<file path="src/rtl/minibus_pkg.sv">
// Shared minibus types and constants: decoder state encoding and slave-count limits.
package minibus_pkg;

   localparam int unsigned MINIBUS_MAX_SLAVES = 16;

   typedef enum logic [1:0] {
      IDLE   = 2'd0,
      ACCESS = 2'd1,
      RESP   = 2'd2
   } minibus_dec_state_e;

   // Index width for a slave table, at least one bit so a single-slave build still has a port.
   function automatic int unsigned minibus_idx_w(input int unsigned n);
      return (n > 1) ? $clog2(n) : 1;
   endfunction

endpackage

</file>
<file path="src/rtl/minibus_addr_match.sv">
// Base/mask address compare across the slave table with lowest-index-wins priority.
module minibus_addr_match
   import minibus_pkg::*;
#(
   parameter int unsigned N_SLAVES = 4,
   parameter int unsigned AW = 32,
   parameter logic [N_SLAVES*AW-1:0] SLAVE_BASE = '0,
   parameter logic [N_SLAVES*AW-1:0] SLAVE_MASK = '0,
   localparam int unsigned IW = minibus_idx_w(N_SLAVES)
) (
   input  logic [AW-1:0] addr,
   output logic          hit,
   output logic [IW-1:0] idx
);

   // Scan from the top down so the lowest matching index is the last one written.
   always_comb begin
      hit = 1'b0;
      idx = '0;
      for (int i = N_SLAVES - 1; i >= 0; i--) begin
         if ((addr & SLAVE_MASK[i*AW +: AW]) == SLAVE_BASE[i*AW +: AW]) begin
            hit = 1'b1;
            idx = IW'(i);
         end
      end
   end

endmodule

</file>
<file path="src/rtl/minibus_nslave_decoder.sv">
// N-slave minibus decoder: latches one master request, selects the matching slave,
// waits for its response or a timeout, and returns rdata/err to the master.
module minibus_nslave_decoder
   import minibus_pkg::*;
#(
   parameter int unsigned N_SLAVES = 4,
   parameter int unsigned AW = 32,
   parameter int unsigned DW = 32,
   parameter logic [N_SLAVES*AW-1:0] SLAVE_BASE =
      {32'h3000_0000, 32'h2000_0000, 32'h1000_0000, 32'h0000_0000},
   parameter logic [N_SLAVES*AW-1:0] SLAVE_MASK =
      {32'hF000_0000, 32'hF000_0000, 32'hF000_0000, 32'hF000_0000},
   parameter int unsigned TIMEOUT = 255
) (
   input  logic                   clk,
   input  logic                   rst,
   input  logic                   m_req_valid,
   input  logic [AW-1:0]          m_addr,
   input  logic                   m_wen,
   input  logic [DW-1:0]          m_wdata,
   input  logic [DW/8-1:0]        m_wstrb,
   output logic                   m_busy,
   output logic                   m_res_valid,
   output logic [DW-1:0]          m_rdata,
   output logic                   m_err,
   output logic [N_SLAVES-1:0]    s_sel,
   output logic [AW-1:0]          s_addr,
   output logic                   s_wen,
   output logic [DW-1:0]          s_wdata,
   output logic [DW/8-1:0]        s_wstrb,
   input  logic [N_SLAVES-1:0]    s_res_ready,
   input  logic [N_SLAVES*DW-1:0] s_rdata,
   input  logic [N_SLAVES-1:0]    s_err
);

   localparam int unsigned IW = minibus_idx_w(N_SLAVES);
   localparam int unsigned CW = (TIMEOUT == 0) ? 1 : $clog2(TIMEOUT + 1);

   minibus_dec_state_e state;
   logic [IW-1:0]      idx_q;
   logic [CW-1:0]      cnt;

   logic               dec_hit;
   logic [IW-1:0]      dec_idx;
   logic               sel_ready;
   logic               sel_err;
   logic [DW-1:0]      sel_rdata;
   logic               timeout_hit;

   minibus_addr_match #(
      .N_SLAVES   (N_SLAVES),
      .AW         (AW),
      .SLAVE_BASE (SLAVE_BASE),
      .SLAVE_MASK (SLAVE_MASK)
   ) u_match (
      .addr (m_addr),
      .hit  (dec_hit),
      .idx  (dec_idx)
   );

   // Response view of the latched slave; the counter expires on the TIMEOUT-th ACCESS cycle.
   always_comb begin
      sel_ready   = s_res_ready[idx_q];
      sel_err     = s_err[idx_q];
      sel_rdata   = s_rdata[32'(idx_q)*DW +: DW];
      timeout_hit = (TIMEOUT != 0) && ((32'(cnt) + 32'd1) == TIMEOUT);
   end

   always_ff @(posedge clk or posedge rst) begin
      if (rst) begin
         state       <= IDLE;
         idx_q       <= '0;
         cnt         <= '0;
         m_busy      <= 1'b0;
         m_res_valid <= 1'b0;
         m_rdata     <= '0;
         m_err       <= 1'b0;
         s_sel       <= '0;
         s_addr      <= '0;
         s_wen       <= 1'b0;
         s_wdata     <= '0;
         s_wstrb     <= '0;
      end else begin
         m_res_valid <= 1'b0;
         case (state)
            IDLE: begin
               if (m_req_valid) begin
                  s_addr  <= m_addr;
                  s_wen   <= m_wen;
                  s_wdata <= m_wdata;
                  s_wstrb <= m_wstrb;
                  idx_q   <= dec_idx;
                  cnt     <= '0;
                  m_busy  <= 1'b1;
                  if (dec_hit) begin
                     state <= ACCESS;
                     s_sel <= N_SLAVES'(1) << dec_idx;
                  end else begin
                     state       <= RESP;
                     m_res_valid <= 1'b1;
                     m_rdata     <= '0;
                     m_err       <= 1'b1;
                  end
               end
            end
            ACCESS: begin
               // Ready takes precedence over a timeout landing in the same cycle.
               if (sel_ready) begin
                  state       <= RESP;
                  s_sel       <= '0;
                  m_res_valid <= 1'b1;
                  m_rdata     <= s_wen ? '0 : sel_rdata;
                  m_err       <= sel_err;
               end else if (timeout_hit) begin
                  state       <= RESP;
                  s_sel       <= '0;
                  m_res_valid <= 1'b1;
                  m_rdata     <= '0;
                  m_err       <= 1'b1;
               end else if (TIMEOUT != 0) begin
                  cnt <= cnt + CW'(1);
               end
            end
            RESP: begin
               state  <= IDLE;
               m_busy <= 1'b0;
            end
            default: begin
               state  <= IDLE;
               m_busy <= 1'b0;
               s_sel  <= '0;
            end
         endcase
      end
   end

endmodule

</file>
<file path="config.mk">
export PLATFORM = sky130hd
export DESIGN_NAME = minibus_nslave_decoder
export DESIGN_NICKNAME = d
export VERILOG_FILES = /design/src/rtl/minibus_pkg.sv /design/src/rtl/minibus_addr_match.sv /design/src/rtl/minibus_nslave_decoder.sv
export SDC_FILE = /design/constraint.sdc
export NUM_CORES = 1
export LEC_CHECK = 0
export BUFFER_PORTS_ARGS = -buffer_cell sky130_fd_sc_hd__buf_2
export CAP_MARGIN = 20
export CELL_PAD_IN_SITES_DETAIL_PLACEMENT = 0
export CELL_PAD_IN_SITES_GLOBAL_PLACEMENT = 1
export CORE_UTILIZATION = 30
export DETAILED_ROUTE_END_ITERATION = 12
export PLACE_DENSITY_LB_ADDON = 0.12
export SETUP_SLACK_MARGIN = 0.4
export SYNTH_ARGS = -nofsm -noshare
export SYNTH_HDL_FRONTEND = slang
export SYNTH_SLANG_ARGS = --single-unit
export TNS_END_PERCENT = 30
</file>
<file path="constraint.sdc">
create_clock -name clk -period 4.07 [get_ports clk]
set_clock_uncertainty 0.15 [all_clocks]
set_input_delay 1.0175 -clock clk [delete_from_list [all_inputs] [get_ports clk]]
set_output_delay 1.0175 -clock clk [all_outputs]
set_load 0.01 [all_outputs]
</file>
==> summary.md, run 1 <==
| Metric | Value |
|---|---|
| Clock-pin transition on the worst setup and hold timing paths | `0.06 ns` |
| Post-synth ARST share | `100%` |
| Die Span X | `146 microns` |
| Largest net degree at the start of global routing | `121` |
| Fmax | `353 MHz` |
| Final Wtd Congestion | `0.785` |
| Final worst path period share | `69.6%` |
| Chip height | `146 microns` |
| Ant diodes | `0` |
| Post-layout min period | `2.83 ns` |
| Num rows | `52` |
| Sequential fraction of the synthesis area | `48.5%` |
| Max-slew headroom | `39.8%` |
| Status | `complete, no violations` |
| Drt first-iter violations | `275` |
| IO buf count | `315` |
| DRT Wirelength | `20200 microns` |
| Drt pass-1 iters | `5` |
| Worst Path Arrival | `2.95 ns` |
| Dpl hpwl | `14000 microns` |
| Pwr per Cell Area | `577 nW/um^2` |
| Post-Syn Nets | `849` |
| Initial antenna violation count | `1` |
| Worst hold start | `s_wdata[24]$_DFFE_PP0P_` |
| I/O pins | `316` |
| RSZ-0062 raised after global routing | `false` |
| Vias in the first global route | `5791` |
| Critical Path RT | `4.18 ns` |
| Count leader, synth | `nand2_1` |
| Drt wl/cell | `16.5 microns` |
| Core area | `20200 sq um` |
| Worst-path maximum fanout | `35` |
| Slew at the pin closest to its max-slew limit | `0.902 ns` |
| Inst Count DP | `1187` |
| Buffers inserted by post-CTS timing repair | `0` |
| Synth top cells by count | `nand2_1, dfrtp_1, nand3_1, o211ai_1` |
| Post-CTS Hold Buffers | `0` |
| Vias per cell | `4.80` |
| Worst reg2reg setup slack | `1.24 ns` |
| Register-to-Register Path Depth | `6` |
| H-tree lvl count | `4` |
| CTS sink count | `120` |
| Max-cap violations | `0` |
| Root Driver | `clkbuf_16` |
| CTS resizes | `0` |
| Yosys cell types | `46` |
| R2r endpoint | `s_sel[2]$_DFFE_PP0P_` |
| Hold Path Sink | `s_wdata[24]$_DFFE_PP0P_` |
| Final Max Tran Viols | `0` |
| Seq cells post-synth | `120` |
| Share of cells above drive strength 1 | `42.5%` |
| Total GRT Usage | `19.3%` |
| CP Capture Type | `flip-flop` |
| Ys flop type | `dfrtp_1` |
| EDFF count, synth | `0` |
| TNS Setup | `0 ns` |
| CTS tree | `done` |
| Top-area cell type share of the netlist area | `48.5%` |
| First-pass GRT wire length | `32100 microns` |
| Worst Hold Class | `flip-flop to flip-flop` |
| Final setup margin | `1.24 ns` |
| Die area | `21200 sq um` |
| Worst Hold Depth | `2` |
| Worst R2R Start | `cnt[0]$_DFFE_PP0P_` |
| Drt drc | `0` |
| Non-filler cells, final | `1219` |
| Synth Instances | `639` |
| Mapped Area | `6190 sq um` |
| Placement Setup Slack | `1.15 ns` |
| Synth top area cells | `dfrtp_1, nand2_1, mux4_2` |
| Clock Latency Late Sink | `0.41 ns` |
| Clock buffer count from CTS | `17` |
| Syn avg cell area | `9.68 sq um` |
| Clk buf depth | `2` |
| Lkg Pwr | `4.31 nW` |
| Final nets | `1146` |
| Most area-hungry cell type in the Yosys netlist | `dfrtp_1` |
| Ys Warns | `0` |
| Antenna violation net count after detailed routing | `0` |
| Startpoint types | `flip-flop` |
| Final Setup Violations | `0` |
| CP Class | `flip-flop to flip-flop` |
| Final core utilization | `42.3%` |
| Initial Util | `30.6%` |
| Routed vias | `5849` |
| Peak VDD IR | `310 uV` |
| Area delta synth->final | `38.4%` |
| Grt total ovfl | `0` |
| Final hold vios | `0` |
## metrics by stage
stage | instance area, sq um | hold WS [ns] | power [mW]
detailed placement | 7990 | 0.307 | 3.52
global route | 8560 | 0.340 | 5.26
CTS | 8560 | 0.322 | 5.01
finish | 8560 | 0.318 | 4.94
floorplan | 6190 | 0.364 | 2.75
global placement | 7990 | 0.303 | 3.52
## cell type report
cell class	instances	area, sq um
inverter	7	30.0
timing repair buffer	325	1660
clock inverter	15	143
fill	2064	11700
sequential	120	3000
clock buffer	17	425
multi-input combinational	465	2960
tap	270	338
## worst max-delay path: stages (launching register included)
cell and delay, ns:
dfrtp_1 0.49, ha_1 0.30, nand3_1 0.19, or3_1 0.37, a221o_2 0.50, nor2_8 0.48
o211ai_1 0.19
## logic make-up after synthesis
kind of cell / after synthesis / share of synthesized area [%]
buffers and inverters: 54 / 3.94
DFF: 120 / 48.5
AOI/OAI and AO/OA: 63 / 7.77
muxes: 40 / 13.4
xor gates and xnor gates: 1 / 0.142
and+or+nand+nor: 359 / 25.8
adders and majority gates: 2 / 0.404
## metal layers
metal	up-vias	global-route usage [%]	share of wire, %
met4	2	4.79	1.1
met2	225	30.7	47
met1	2777	24.5	44
met5	-	0	0.064
met3	20	7.55	8.4
li1	2825	-	-
## cells in the final DEF, fill, tap and decap left out, types with 2 or more instances in the layout
master / n
or3_1: 3
clkinvlp_4: 3
o211ai_1: 37
buf_4: 9
mux2i_1: 5
nand2_1: 223
clkinv_4: 4
nor2_1: 6
clkinv_2: 2
nand2b_1: 35
nand3b_1: 2
inv_1: 6
buf_2: 315
nand3_1: 74
inv_6: 6
mux4_2: 34
nor3_1: 5
dfrtp_1: 119
nor2b_1: 2
clkbuf_16: 17
o21ai_0: 5
ha_1: 2
o21ai_4: 2
o221ai_1: 3
and3_1: 2
a31oi_1: 3
## registers in the layout, summed over array words and instances, names as in the netlist
| signal | cells |
|---|---|
| cnt | 8 |
| s_addr | 32 |
| s_wstrb | 4 |
| m_res_valid | 1 |
| s_wdata | 32 |
| m_rdata | 32 |
| state | 2 |
| idx_q | 2 |
| m_busy | 1 |
| s_wen | 1 |
| s_sel | 4 |
| m_err | 1 |
## worst max-delay path by stage
stage / start / endpoint / slack, ns / cells after the start
2_1_floorplan: rst / cnt[0]$_DFFE_PP0P_ / 1.43 / 1
5_1_grt: cnt[0]$_DFFE_PP0P_ / m_rdata[26]$_DFFE_PP0P_ / 1.06 / 6
6_report: cnt[0]$_DFFE_PP0P_ / s_sel[2]$_DFFE_PP0P_ / 1.24 / 6
3_5_place_dp: s_res_ready[3] / cnt[4]$_DFFE_PP0P_ / 1.15 / 6
3_3_place_gp: s_res_ready[3] / cnt[4]$_DFFE_PP0P_ / 1.15 / 6
4_1_cts: cnt[0]$_DFFE_PP0P_ / m_rdata[4]$_DFFE_PP0P_ / 1.25 / 6
## power by group
group	total (mW)	switching (mW)	internal, mW
Clock	1.46	0.613	0.852
Sequential	1.84	0.257	1.58
Combinational	1.63	0.932	0.701
Note: power is estimated with default switching activity, not from simulation.
==> inputs of run 2 (changes only) <==
clock period = 2.3 ns   (was 4.07 ns; I/O delays follow)
==> run 2 against run 1 <==
Net effect:
- clock power is 67% higher
- non-clock buffer count is 25 higher
- setup slack worse by 1.2 ns
- largest cell class unchanged
==> summary.md, run 2 (same netlist as run 1, synthesis figures left out) <==
| Metric | Value |
|---|---|
| Status | `complete, no violations` |
| Drt first-iter violations | `217 (-21%)` |
| Dpl hpwl | `14500 microns (+4.0%)` |
| Register-to-Register Path Depth | `7 (+1)` |
| Post-layout min period | `2.22 ns (-0.616 ns)` |
| Num rows | `52 (unchanged)` |
| Worst-path maximum fanout | `22 (-37%)` |
| Placement Setup Slack | `0.0230 ns (-1.12 ns)` |
| Clock Latency Late Sink | `0.41 ns (about the same)` |
| Drt pass-1 iters | `4 (-1)` |
| I/O pins | `316 (unchanged)` |
| Final Setup Violations | `0 (unchanged)` |
| Final worst path period share | `96.5% (+27 points)` |
| Antenna violation net count after detailed routing | `0 (unchanged)` |
| Total GRT Usage | `19.7% (+0.38 points)` |
| IO buf count | `315 (unchanged)` |
| Max-cap violations | `0 (unchanged)` |
| Area delta synth->final | `43.7%` |
| CTS tree | `done` |
| Final hold vios | `0 (unchanged)` |
| Fmax | `451 MHz (+28%)` |
| Pwr per Cell Area | `978 nW/um^2 (+70%)` |
| CP Capture Type | `flip-flop` |
| Final Wtd Congestion | `0.865 (+10%)` |
| Die Span X | `146 microns (unchanged)` |
| H-tree lvl count | `4 (unchanged)` |
| Root Driver | `clkbuf_16` |
| Largest net degree at the start of global routing | `76 (-37%)` |
| Most frequent cells in the layout | `buf_2, nand2_1, dfrtp_1` |
| Final Max Tran Viols | `0 (unchanged)` |
| Critical Path RT | `2.43 ns (-1.75 ns)` |
| Startpoint types | `flip-flop` |
| Share of cells above drive strength 1 | `44.6% (+2.1 points)` |
| CP Class | `flip-flop to flip-flop` |
| CP bufs+invs | `1 (+1)` |
| Most common cell after layout, fill and taps aside | `buf_2` |
| Chip height | `146 microns (unchanged)` |
| Lkg Pwr | `4.45 nW (+3.3%)` |
| Initial antenna violation count | `1 (unchanged)` |
| Worst Hold Class | `input pin to flip-flop` |
| Final setup margin | `0.0811 ns (-1.15 ns)` |
| TNS Setup | `0 ns (unchanged)` |
| Worst reg2reg setup slack | `0.08 ns (-1.15 ns)` |
| Crit path max-delay family | `compound AO/OA/AOI/OAI gates` |
| Slew at the pin closest to its max-slew limit | `0.528 ns (-0.374 ns)` |
| Ant diodes | `0 (unchanged)` |
| Clock-pin transition on the worst setup and hold timing paths | `0.06 ns (about the same)` |
| Worst Hold Depth | `3 (+1)` |
| Hold Path Sink | `s_addr[2]$_DFFE_PP0P_` |
| Worst hold start | `m_addr[2]` |
| First-pass GRT wire length | `32600 microns (+1.6%)` |
| Routed vias | `5977 (+2.2%)` |
| DRT Wirelength | `20300 microns (+0.48%)` |
| Worst Path Arrival | `2.35 ns (-0.60 ns)` |
| Initial Util | `30.6% (unchanged)` |
| CTS sink count | `120 (unchanged)` |
| Vias in the first global route | `5986 (+3.4%)` |
| Clock buffer count from CTS | `17 (unchanged)` |
| Core area | `20200 sq um (unchanged)` |
| Vias per cell | `4.80 (+0.13%)` |
| CP cell instances | `ha_4 > nand3_2 > or3_4 > a221o_2 > nor2_8 > buf_12 > o211ai_1` |
| Peak VDD IR | `542 uV (+75%)` |
| Top flop regs | `m_rdata (32), s_addr (32), s_wdata (32)` |
| Drt drc | `0 (unchanged)` |
| CP max stage cell | `a221o_2` |
| Drt wl/cell | `16.3 microns (-1.5%)` |
| Max-slew headroom | `64.7% (+25 points)` |
| Die area | `21200 sq um (unchanged)` |
| RSZ-0062 raised after global routing | `true` |
| Final nets | `1171 (+2.2%)` |
| Worst R2R Start | `cnt[1]$_DFFE_PP0P_` |
| Grt total ovfl | `0 (unchanged)` |
| Largest stage delay, worst path | `0.47 ns (-0.03 ns)` |
| R2r endpoint | `m_rdata[31]$_DFFE_PP0P_` |
| Clk buf depth | `2 (unchanged)` |
run 2: cell count changes in the layout (fill, tap and decap cells not counted), moves of 2 or more:
cell / delta
inv_6: -4
buf_12: +10
o21ai_0: -2
buf_4: +14
clkinvlp_4: +3
run 2: worst max path at each step:
stage	slack, ns	from	depth (start not counted)	end
CTS	0.06	cnt[1]$_DFFE_PP0P_	7	s_sel[0]$_DFFE_PP0P_
finish	0.08	cnt[1]$_DFFE_PP0P_	7	m_rdata[31]$_DFFE_PP0P_
floorplan	0.07	cnt[0]$_DFFE_PP0P_	7	s_sel[1]$_DFFE_PP0P_
global route	0.01	cnt[1]$_DFFE_PP0P_	7	m_rdata[31]$_DFFE_PP0P_
detailed placement	0.02	cnt[1]$_DFFE_PP0P_	7	cnt[1]$_DFFE_PP0P_
global placement	0.07	cnt[1]$_DFFE_PP0P_	7	s_sel[0]$_DFFE_PP0P_
run 2: layout make-up:
| type | instances | area, sq um |
|---|---|---|
| flip-flops and latches | 120 | 3010 |
| well taps | 270 | 338 |
| multi-input cells | 465 | 3000 |
| repair buffers | 350 | 1980 |
| clock buffers | 19 | 443 |
| fillers | 2082 | 11300 |
| clock inverters | 13 | 100 |
| inverters | 7 | 30.0 |
run 2: power breakdown:
group | internal, mW | switching, mW | leakage [nW]
clock | 1.41 | 1.02 | 0.252
sequential | 2.80 | 0.436 | 1.50
combinational | 1.34 | 1.68 | 2.70
run 2: per-layer routing:
metal	GRT usage (%)	share of wire (%)
met1	24.6	42
met2	32.6	49
met3	6.21	7.4
met4	5.63	0.93
met5	0	0.064
run 2: timing repair:
| item | in CTS | in global routing |
|---|---|---|
| hold buffers | 1 | 0 |
| setup endpoints to repair | 48 | 48 |
| resized for setup | 2 | 8 |
| setup buffers | 0 | 2 |
| pin swaps | 2 | 1 |
| hold endpoints to repair | 12 | 0 |
run 2: worst min-delay path, cell delays in order:
cell and delay (ns):
buf_2 0.07, nand2_1 0.04, nand2_1 0.04
run 2: metrics by stage:
step / instances / total power, mW / hold slack (ns) / cell area [sq um] / util [%]
6_report: 1244 / 8.70 / 0.201 / 8890 / 43.9
5_1_grt: 1244 / 9.29 / 0.191 / 8890 / 43.9
4_1_cts: 1242 / 8.84 / 0.179 / 8850 / 43.8
3_5_place_dp: 1209 / 6.35 / 0.307 / 8300 / 41.0
3_3_place_gp: 1209 / 6.31 / 0.303 / 8300 / 41.0
2_1_floorplan: 639 / 4.87 / 0.364 / 6200 / -
==> inputs of run 3 (changes only) <==
--- a/config.mk
+++ b/config.mk
@@ -18,2 +18 @@
 export SYNTH_SLANG_ARGS = --single-unit
-export TNS_END_PERCENT = 30
--- a/constraint.sdc
+++ b/constraint.sdc
@@ -4,2 +4,2 @@
 set_output_delay 0.575 -clock clk [all_outputs]
-set_load 0.01 [all_outputs]
+set_load 0.02 [all_outputs]
==> run 3 against run 2 <==
Net effect:
- combinational power is 17% higher
- die area unchanged
- maximum frequency grew 0.67%
- register-to-register slack hardly changed
- clock-buffer cell count grew 1
- sequential cell count unchanged
- utilization is 0.58 points higher
- cell count increased by 0.48%
- worst hold slack got worse by 0.070 ns
- critical path type unchanged
- largest cell class is now multi-input gates
- largest power group is now combinational cells
==> summary.md, run 3 (same netlist as run 1, synthesis figures left out) <==
| Metric | Value |
|---|---|
| Status | `complete, no violations` |
| Vias in the first global route | `6082 (+1.6%)` |
| Chip height | `146 microns (unchanged)` |
| Non-filler cells, final | `1250 (+0.48%)` |
| Post-layout min period | `2.20 ns (-0.0149 ns)` |
| Drt first-iter violations | `296 (+36%)` |
| Final nets | `1177 (+0.51%)` |
| Root Driver | `clkbuf_16` |
| Total GRT Usage | `19.2% (-0.47 points)` |
| Clk buf depth | `2 (unchanged)` |
| DRT Wirelength | `20200 microns (-0.48%)` |
| Sequential Area | `3010 sq um (unchanged)` |
| Int Power | `5.73 mW (+3.2%)` |
| Drt pass-1 iters | `4 (unchanged)` |
| Combinational share of power | `37.6% (+2.8 points)` |
| RSZ-0062 raised after global routing | `true` |
| R2r endpoint | `m_rdata[19]$_DFFE_PP0P_` |
| I/O pins | `316 (unchanged)` |
| Share of cells above drive strength 1 | `45.6% (+1.1 points)` |
| Clock power frac | `27.9% (about the same)` |
| Multi-input logic area | `3030 sq um (+1.3%)` |
| Drt drc | `0 (unchanged)` |
| Die area | `21200 sq um (unchanged)` |
| Pwr per Cell Area | `1040 nW/um^2 (+6.4%)` |
| Fill cells | `1989 (-4.5%)` |
| Slew at the pin closest to its max-slew limit | `0.658 ns (+0.130 ns)` |
| Clock-pin transition on the worst setup and hold timing paths | `0.06 ns (about the same)` |
| Most common cell after layout, fill and taps aside | `buf_2` |
| Worst-path maximum fanout | `16 (-27%)` |
| Sw frac | `38.9% (+2.8 points)` |
| H-tree lvl count | `4 (unchanged)` |
| Worst setup startpoint | `cnt[1]$_DFFE_PP0P_` |
| Vias per cell | `4.76 (-1.0%)` |
| Top flop regs | `m_rdata (32), s_addr (32), s_wdata (32)` |
| Initial antenna violation count | `1 (unchanged)` |
| NetSw | `3.64 mW (+16%)` |
| CP Capture Type | `flip-flop` |
| Final Wtd Congestion | `0.824 (-4.7%)` |
| Worst Path Arrival | `2.34 ns (about the same)` |
| Dpl hpwl | `14300 microns (-1.9%)` |
| Critical Path RT | `2.44 ns (about the same)` |
| CP Class | `flip-flop to flip-flop` |
| Antenna violation net count after detailed routing | `0 (unchanged)` |
| Final Max Tran Viols | `0 (unchanged)` |
| Final Setup Violations | `0 (unchanged)` |
| Max-cap violations | `0 (unchanged)` |
| Final worst path period share | `95.8% (-0.65 points)` |
| Final Power | `9.38 mW (+7.8%)` |
| Worst R2R Start | `cnt[1]$_DFFE_PP0P_` |
| Peak VDD IR | `536 uV (-1.2%)` |
| Clock buffer count from CTS | `17 (unchanged)` |
| Max-slew headroom | `55.9% (-8.7 points)` |
| Lkg Pwr | `4.52 nW (+1.5%)` |
| Largest net degree at the start of global routing | `78 (+2.6%)` |
| Area delta synth->final | `45.6%` |
| Initial Util | `30.6% (unchanged)` |
| Fmax | `454 MHz (+0.67%)` |
| Register-to-Register Path Depth | `7 (unchanged)` |
| First-pass GRT wire length | `32100 microns (-1.5%)` |
| Critical path endpoint | `m_rdata[19]$_DFFE_PP0P_` |
| Routed vias | `5944 (-0.55%)` |
| Inst Count DP | `1211 (+0.17%)` |
| Drt wl/cell | `16.1 microns (-0.96%)` |
| Worst reg2reg setup slack | `0.1 ns (about the same)` |
| CTS tree | `done` |
| Die Span X | `146 microns (unchanged)` |
| Grt total ovfl | `0 (unchanged)` |
| Most frequent cells in the layout | `buf_2, nand2_1, dfrtp_1` |
| Clock Latency Late Sink | `0.41 ns (about the same)` |
| Startpoint types | `flip-flop` |
| Seq pwr share | `34.6% (-2.6 points)` |
| Post-CTS Hold Buffers | `0 (-1)` |
| Final hold vios | `0 (unchanged)` |
| Num rows | `52 (unchanged)` |
| Ant diodes | `0 (unchanged)` |
| CTS sink count | `120 (unchanged)` |
| Worst Hold Class | `input pin to async pin` |
| Core area | `20200 sq um (unchanged)` |
| IO buf count | `315 (unchanged)` |
## run 3: cell types whose count changed in the layout (fill, tap and decap cells not counted), moves of 2 or more
cell | before | now
buf_12 | 11 | 8
o221ai_2 | 0 | 3
clkinvlp_4 | 6 | 4
clkinv_4 | 4 | 2
clkbuf_8 | 1 | 3
inv_6 | 2 | 4
buf_6 | 0 | 5
buf_4 | 23 | 27
o221ai_1 | 3 | 0
## run 3: routing by layer
| metal | vias to the layer above | track usage [%] | share of wire [%] |
|---|---|---|---|
| met5 | - | 0 | 0 |
| met4 | 0 | 5.58 | 1.3 |
| met3 | 18 | 6.68 | 7.6 |
| met2 | 197 | 31.1 | 47 |
| met1 | 2848 | 24.1 | 44 |
| li1 | 2881 | - | - |
## run 3: final cells by class
type,instances,share of cell area (%)
Sequential cell,120,33.4
Clock buffer,20,5.18
Inverter,7,0.333
Clock inverter,12,1.28
Timing Repair Buffer,356,22.4
Multi-Input combinational cell,465,33.7
Tap cell,270,3.75
## run 3: repair_timing
| action | CTS | global route |
|---|---|---|
| resized for setup | 14 | 6 |
| pin swaps | 4 | 2 |
| endpoints found under the setup margin | 48 | 48 |
| setup buffers | 5 | 1 |
| gates cloned | 0 | 1 |
## run 3: how the worst min path moves through the flow
stage	startpoint	to	slack, ns	cells after the start
final	rst	s_wdata[31]$_DFFE_PP0P_	0.13	3
after detailed placement	s_wdata[5]$_DFFE_PP0P_	s_wdata[5]$_DFFE_PP0P_	0.31	2
after floorplan	cnt[7]$_DFFE_PP0P_	cnt[7]$_DFFE_PP0P_	0.39	2
after global routing	rst	s_addr[0]$_DFFE_PP0P_	0.19	3
after global placement	s_addr[4]$_DFFE_PP0P_	s_addr[4]$_DFFE_PP0P_	0.30	2
after CTS	rst	s_wdata[28]$_DFFE_PP0P_	0.15	3
## run 3: power groups by stage
| stage | combinational [mW] | clock [mW] | sequential (mW) |
|---|---|---|---|
| 6_report | 3.52 | 2.61 | 3.24 |
| 5_1_grt | 3.86 | 2.79 | 3.34 |
| 4_1_cts | 3.58 | 2.70 | 3.24 |
| 3_5_place_dp | 3.57 | 0 | 3.25 |
| 3_3_place_gp | 3.55 | 0 | 3.26 |
| 2_1_floorplan | 1.32 | 0 | 4.06 |
## run 3: metrics by stage
| step | setup TNS (ns) | hold WS, ns | utilization (%) | cell area [sq um] | worst slack [ns] |
|---|---|---|---|---|---|
| final | 0 | 0.131 | 44.5 | 9010 | 0.0960 |
| after global routing | 0 | 0.191 | 44.5 | 9010 | 0.0192 |
| after CTS | 0 | 0.148 | 44.2 | 8950 | 0.112 |
| after detailed placement | -0.0122 | 0.307 | 40.9 | 8280 | -0.0122 |
| after global placement | 0 | 0.303 | 40.9 | 8280 | 0.0210 |
| after floorplan | 0 | 0.385 | - | 6200 | 0.0688 |
## run 3: worst max-delay path: stages, from the launching register on
cell and delay, ns:
dfrtp_1 0.39, ha_4 0.17, nand3_2 0.08, or3_4 0.34
a221o_2 0.46, nor2_8 0.18, clkbuf_16 0.21, o211ai_1 0.11
